### config.mk
export PLATFORM = sky130hd
export DESIGN_NAME = sipo_rx_ctrl
export DESIGN_NICKNAME = d
export VERILOG_FILES = /design/src/rtl/sipo_rx_ctrl_pkg.sv /design/src/rtl/sipo_shift_reg.sv /design/src/rtl/sipo_rx_ctrl.sv
export SDC_FILE = /design/constraint.sdc
export NUM_CORES = 1
export LEC_CHECK = 0
export ABC_CLOCK_PERIOD_IN_PS = 2150
export BUFFER_PORTS_ARGS = -buffer_cell sky130_fd_sc_hd__buf_2
export CORE_UTILIZATION = 53
export CTS_CLUSTER_SIZE = 24
export DETAILED_ROUTE_END_ITERATION = 6
export MAX_ROUTING_LAYER = met4
export PLACE_DENSITY = 0.79
export SLEW_MARGIN = 25
export SYNTH_ARGS = -nofsm -noshare
export SYNTH_HDL_FRONTEND = slang
export SYNTH_HIERARCHICAL = 1
export SYNTH_SLANG_ARGS = --single-unit
### constraint.sdc
create_clock -name Clock -period 2.15 [get_ports Clock]
set_clock_uncertainty 0.1 [all_clocks]
set_input_delay 0.43 -clock Clock [delete_from_list [all_inputs] [get_ports Clock]]
set_output_delay 0.43 -clock Clock [all_outputs]
set_load 0.02 [all_outputs]
### src/rtl/sipo_rx_ctrl_pkg.sv
// Shared definitions for the serial frame receive controller.
//   state_t       : controller state encoding (IDLE / DATA / STOP)
//   DEFAULT_WIDTH : default number of data bits per frame
//   clog2()       : bit-counter width helper (never returns less than 1)
package sipo_rx_ctrl_pkg;

  localparam int DEFAULT_WIDTH = 8;

  typedef enum logic [1:0] {
    IDLE = 2'b00,
    DATA = 2'b01,
    STOP = 2'b10
  } state_t;

  // Width needed to count 0 .. value-1; at least 1 bit so the counter
  // always has a legal declaration.
  function automatic int clog2(input int value);
    int w;
    w = 1;
    while ((1 << w) < value) w++;
    return w;
  endfunction

endpackage

### src/rtl/sipo_shift_reg.sv
// Serial-in / parallel-out shift register.
// Ports:
//   Clock : system clock, rising edge
//   rst   : asynchronous active-low reset
//   en    : shift SI into the MSB and move everything one place right
//   clr   : synchronous clear, takes priority over en
//   SI    : serial input bit
//   PO    : parallel output; the first bit shifted in ends up in the LSB
module sipo_shift_reg #(
  parameter int WIDTH = 8
) (
  input  logic             Clock,
  input  logic             rst,
  input  logic             en,
  input  logic             clr,
  input  logic             SI,
  output logic [WIDTH-1:0] PO
);

  logic [WIDTH-1:0] sr;

  // NOTE: sequential state is written with non-blocking assignments only, so
  // every register samples the pre-edge values of its neighbours.
  always_ff @(posedge Clock or negedge rst) begin
    if (!rst) begin
      sr <= '0;
    end else if (clr) begin
      sr <= '0;
    end else if (en) begin
      sr <= {SI, sr[WIDTH-1:1]};
    end
  end

  assign PO = sr;

endmodule

### src/rtl/sipo_rx_ctrl.sv
// Serial frame receive controller.
// Detects a start bit (SI low while enabled), shifts WIDTH data bits into a
// SIPO shift register, checks the stop bit and hands the word to a consumer
// over a valid/ready handshake.
// Ports:
//   Clock     : system clock, rising edge
//   rst       : asynchronous active-low reset
//   SI        : serial line, idles high
//   enable    : receiver enable; low forces / keeps the controller in IDLE
//   data      : last accepted word, LSB = first data bit received
//   valid     : data holds an unconsumed word
//   ready     : consumer takes data on an edge where valid & ready
//   frame_err : one-cycle pulse when the stop bit is sampled low
//   overrun   : sticky, a completed word was dropped
//   ovr_clr   : synchronous clear of overrun (a simultaneous set wins)
//   busy      : high while the controller is not in IDLE
module sipo_rx_ctrl
  import sipo_rx_ctrl_pkg::*;
#(
  parameter int WIDTH = DEFAULT_WIDTH
) (
  input  logic             Clock,
  input  logic             rst,
  input  logic             SI,
  input  logic             enable,
  output logic [WIDTH-1:0] data,
  output logic             valid,
  input  logic             ready,
  output logic             frame_err,
  output logic             overrun,
  input  logic             ovr_clr,
  output logic             busy
);

  localparam int CNT_W = clog2(WIDTH);
  localparam logic [CNT_W-1:0] LAST_BIT = CNT_W'(WIDTH - 1);

  state_t           state, state_next;
  logic [CNT_W-1:0] cnt, cnt_next;
  logic             sr_en, sr_clr;
  logic [WIDTH-1:0] sr_po;
  logic             stop_good, stop_bad;

  sipo_shift_reg #(
    .WIDTH (WIDTH)
  ) u_shift (
    .Clock (Clock),
    .rst   (rst),
    .en    (sr_en),
    .clr   (sr_clr),
    .SI    (SI),
    .PO    (sr_po)
  );

  always_ff @(posedge Clock or negedge rst) begin
    if (!rst) begin
      state <= IDLE;
      cnt   <= '0;
    end else begin
      state <= state_next;
      cnt   <= cnt_next;
    end
  end

  // NOTE: every signal written here gets a default first; a path that skips
  // an assignment would otherwise infer a latch.
  always_comb begin
    state_next = state;
    cnt_next   = cnt;
    sr_en      = 1'b0;
    sr_clr     = 1'b0;
    stop_good  = 1'b0;
    stop_bad   = 1'b0;
    if (!enable) begin
      // Abort from any state: no word, no framing error.
      state_next = IDLE;
      cnt_next   = '0;
    end else begin
      case (state)
        IDLE: begin
          if (!SI) begin
            state_next = DATA;
            cnt_next   = '0;
            sr_clr     = 1'b1;
          end
        end
        DATA: begin
          sr_en = 1'b1;
          if (cnt == LAST_BIT) begin
            state_next = STOP;
            cnt_next   = '0;
          end else begin
            cnt_next = cnt + CNT_W'(1);
          end
        end
        STOP: begin
          // Straight back to IDLE so the next start bit can follow at once.
          state_next = IDLE;
          stop_good  = SI;
          stop_bad   = !SI;
        end
        default: begin
          state_next = IDLE;
          cnt_next   = '0;
        end
      endcase
    end
  end

  // Registered outputs; busy is taken from the next state so it is a flop
  // that lines up with the state register.
  always_ff @(posedge Clock or negedge rst) begin
    if (!rst) begin
      data      <= '0;
      valid     <= 1'b0;
      frame_err <= 1'b0;
      overrun   <= 1'b0;
      busy      <= 1'b0;
    end else begin
      frame_err <= stop_bad;
      busy      <= (state_next != IDLE);

      if (stop_good) begin
        // A pending word being consumed on this edge frees the slot.
        if (!valid || ready) begin
          data  <= sr_po;
          valid <= 1'b1;
        end
      end else if (valid && ready) begin
        valid <= 1'b0;
      end

      if (stop_good && valid && !ready) begin
        overrun <= 1'b1;
      end else if (ovr_clr) begin
        overrun <= 1'b0;
      end
    end
  end

endmodule

==> metrics.cfg <==
[worst_setup_path]
r2r_cells = 5
cp.depth = 5
path_buf_inv = 1
crit_fanout = 8
r2r_slack_ns = 0.36
start_kind = register
crit_path_max_incr_delay_ns = 0.47
critical-path-slowest-cell = dfrtp_1
path_cells = nor2b_1, nand2_1, inv_1, mux2i_1, nor2_1
r2r_start = state[0]
setup.worst_path.end_class = register
cp.required_ns = 2.25
arrival_ns = 1.89
worstReg2RegEnd = u_shift/PO[2]
cpLargestDelayFamily = simple AND/OR/NAND/NOR gates
worstSetupPathType = register to register

[clock_tree]
htree_levels = 1
cts_tree = built
clockRootBuffer = clkbuf_4
cts_inserted_buffers = 3
cts_resized = 0
clock_path_buffers = 2
cts_sinks = 25
clk_pin_slew_worst_paths_ns = 0.13
insertion_delay_ns = 0.31

[min_path]
min_path_type = input port to register
holdPathEnd = overrun
hp-start = ovr_clr
holdPathStages = 2

[route]
viasPerCell = 5.18
via_count = 642
wl_um = 1780
first_iter_violations = 5
wire_per_inst_um = 14.4
first_pass_iters = 4
post-route-drc-count = 0
ant_nets = 0

[sta]
fmax_mhz = 560
slew_viol_final = 0
slew_headroom = 0.636
finalHoldViolCount = 0
rsz0062_at_grt = false
tns_ns = 0
fin_crit_sh = 0.831
tightest_slew_ns = 0.543
finalCriticalPeriod_ns = 1.79
setup-violations-final = 0
hold_slack_ns = 0.190

[final_layout]
insertedDiodeCount = 0
layout.nets = 108
design_area_um2 = 1200
drive_gt1_frac = 0.343
fin_cells = 124
area_growth_pct = 11.8
final_common_cell = dfrtp_1
final_cell_mix = dfrtp_1 (25), buf_2 (17), nor2_1 (9), mux2_4 (8), mux2i_1 (8)
n_fill_cell = 133

[placed_design]
place.port_buffers = 17
hpwl_um = 1330
gp_congestion = 0.723
dpl_cell_area_um2 = 1170
place_inst = 119

[synthesis]
syn_area_um2 = 1080
yosys.cell_types.count = 22
synth_area_per_cell_um2 = 13.5
yosys_warnings = 6
synth_seq_area_share = 0.581
syn_inst = 80
syn-num-nets = 88
synth-seq-cells = 25

[pwr]
internal-power_uw = 582
seq_power_share = 0.651
powerDensity_nw_per_um2 = 638
clkPwrFrac = 0.264
combPwrFrac = 0.085
vdd_drop_max_mv = 0.361
p_leak_uw = 0.000648
swShare = 0.243
p_switching_uw = 187

[grt]
grt.total_usage = 0.199
grt-ovfl-total = 0
grt_max_degree = 26
antenna_found_initial = 0
grt_pass1_vias = 609
grt_pass1_wl_um = 2850

[job]
cap_violations = 0

[floorplan]
ios = 18
fp-row-count = 15
die-area_um2 = 2220
start_util = 0.592
core_area_um2 = 1820
fp.dieH_um = 47.1
die_w_um = 47.1

[run_status]
status = completed

logic make-up (layout without fill, tap and decap cells):
group / after synthesis / count (layout) / share of synthesized area
simple gates: 26 / 26 / 0.137
flops: 25 / 25 / 0.581
mux: 16 / 16 / 0.186
buf+inv: 6 / 25 / 0.0348
compound gates: 5 / 5 / 0.0383
fa+ha+maj: 2 / 2 / 0.0232
timing repair:
item	in CTS	in global routing
hold endpoints to repair	25	0
buffers inserted	0	0
hold buffers	1	0
cell usage after synthesis, drive strengths merged:
cell type	count	area, um2
a21boi	3	30.0
and3	1	6.26
buf	3	26.3
dfrtp	25	626
ha	2	25.0
inv	3	11.3
mux2	8	120
mux2i	8	80.1
nand2	6	22.5
nand2b	1	6.26
nand3b	3	22.5
nand4b	1	15.0
nor2	9	33.8
nor2b	2	15.0
nor4bb	1	10.0
o21ai	1	5.00
o22ai	1	6.26
or2	1	6.26
or4b	1	10.0
final cells by class:
class	instances	area (um2)	share of cell area
clock buffer	3	22.5	0.0187
clock inverter	1	5.00	0.00415
inverter	3	11.3	0.00935
multi-input combinational	49	414	0.344
sequential	25	626	0.519
tap	25	31.3	0.0260
timing repair buffer	18	95.1	0.0789
metal layers:
metal  routed length [um]  track usage
met2                  833        0.264
met5                    0            -
met1                  849        0.286
met4                   12        0.109
met3                   87       0.0346
power by group through the flow:
stage | logic [uW] | registers, uW | clock network [uW]
after floorplan | 40.9 | 506 | 0
after global placement | 61.8 | 507 | 0
after detailed placement | 64.5 | 509 | 0
after CTS | 66.1 | 500 | 210
after global routing | 73.9 | 502 | 236
final | 65.4 | 500 | 203
worst max path at each step:
stage                  start       endpoint
CTS                 state[0]  u_shift/PO[2]
global route        state[0]  u_shift/PO[2]
floorplan           state[0]  u_shift/PO[0]
detailed placement    enable        data[1]
finish              state[0]  u_shift/PO[2]
global placement      enable        data[2]
through the flow:
| step | setup slack [ns] | utilization | power, uW |
|---|---|---|---|
| 6_report | 0.363 | 0.662 | 768 |
| 5_1_grt | 0.210 | 0.662 | 812 |
| 4_1_cts | 0.388 | 0.662 | 776 |
| 3_5_place_dp | 0.353 | 0.641 | 573 |
| 3_3_place_gp | 0.395 | 0.641 | 569 |
| 2_1_floorplan | 0.638 | - | 547 |
sequential cells by signal, indices dropped and copies added, names as in the netlist:
signal	flops
valid	1
overrun	1
cnt	3
u_shift/PO	8
state	2
frame_err	1
busy	1
data	8
Note: power is estimated with default switching activity, not from simulation.
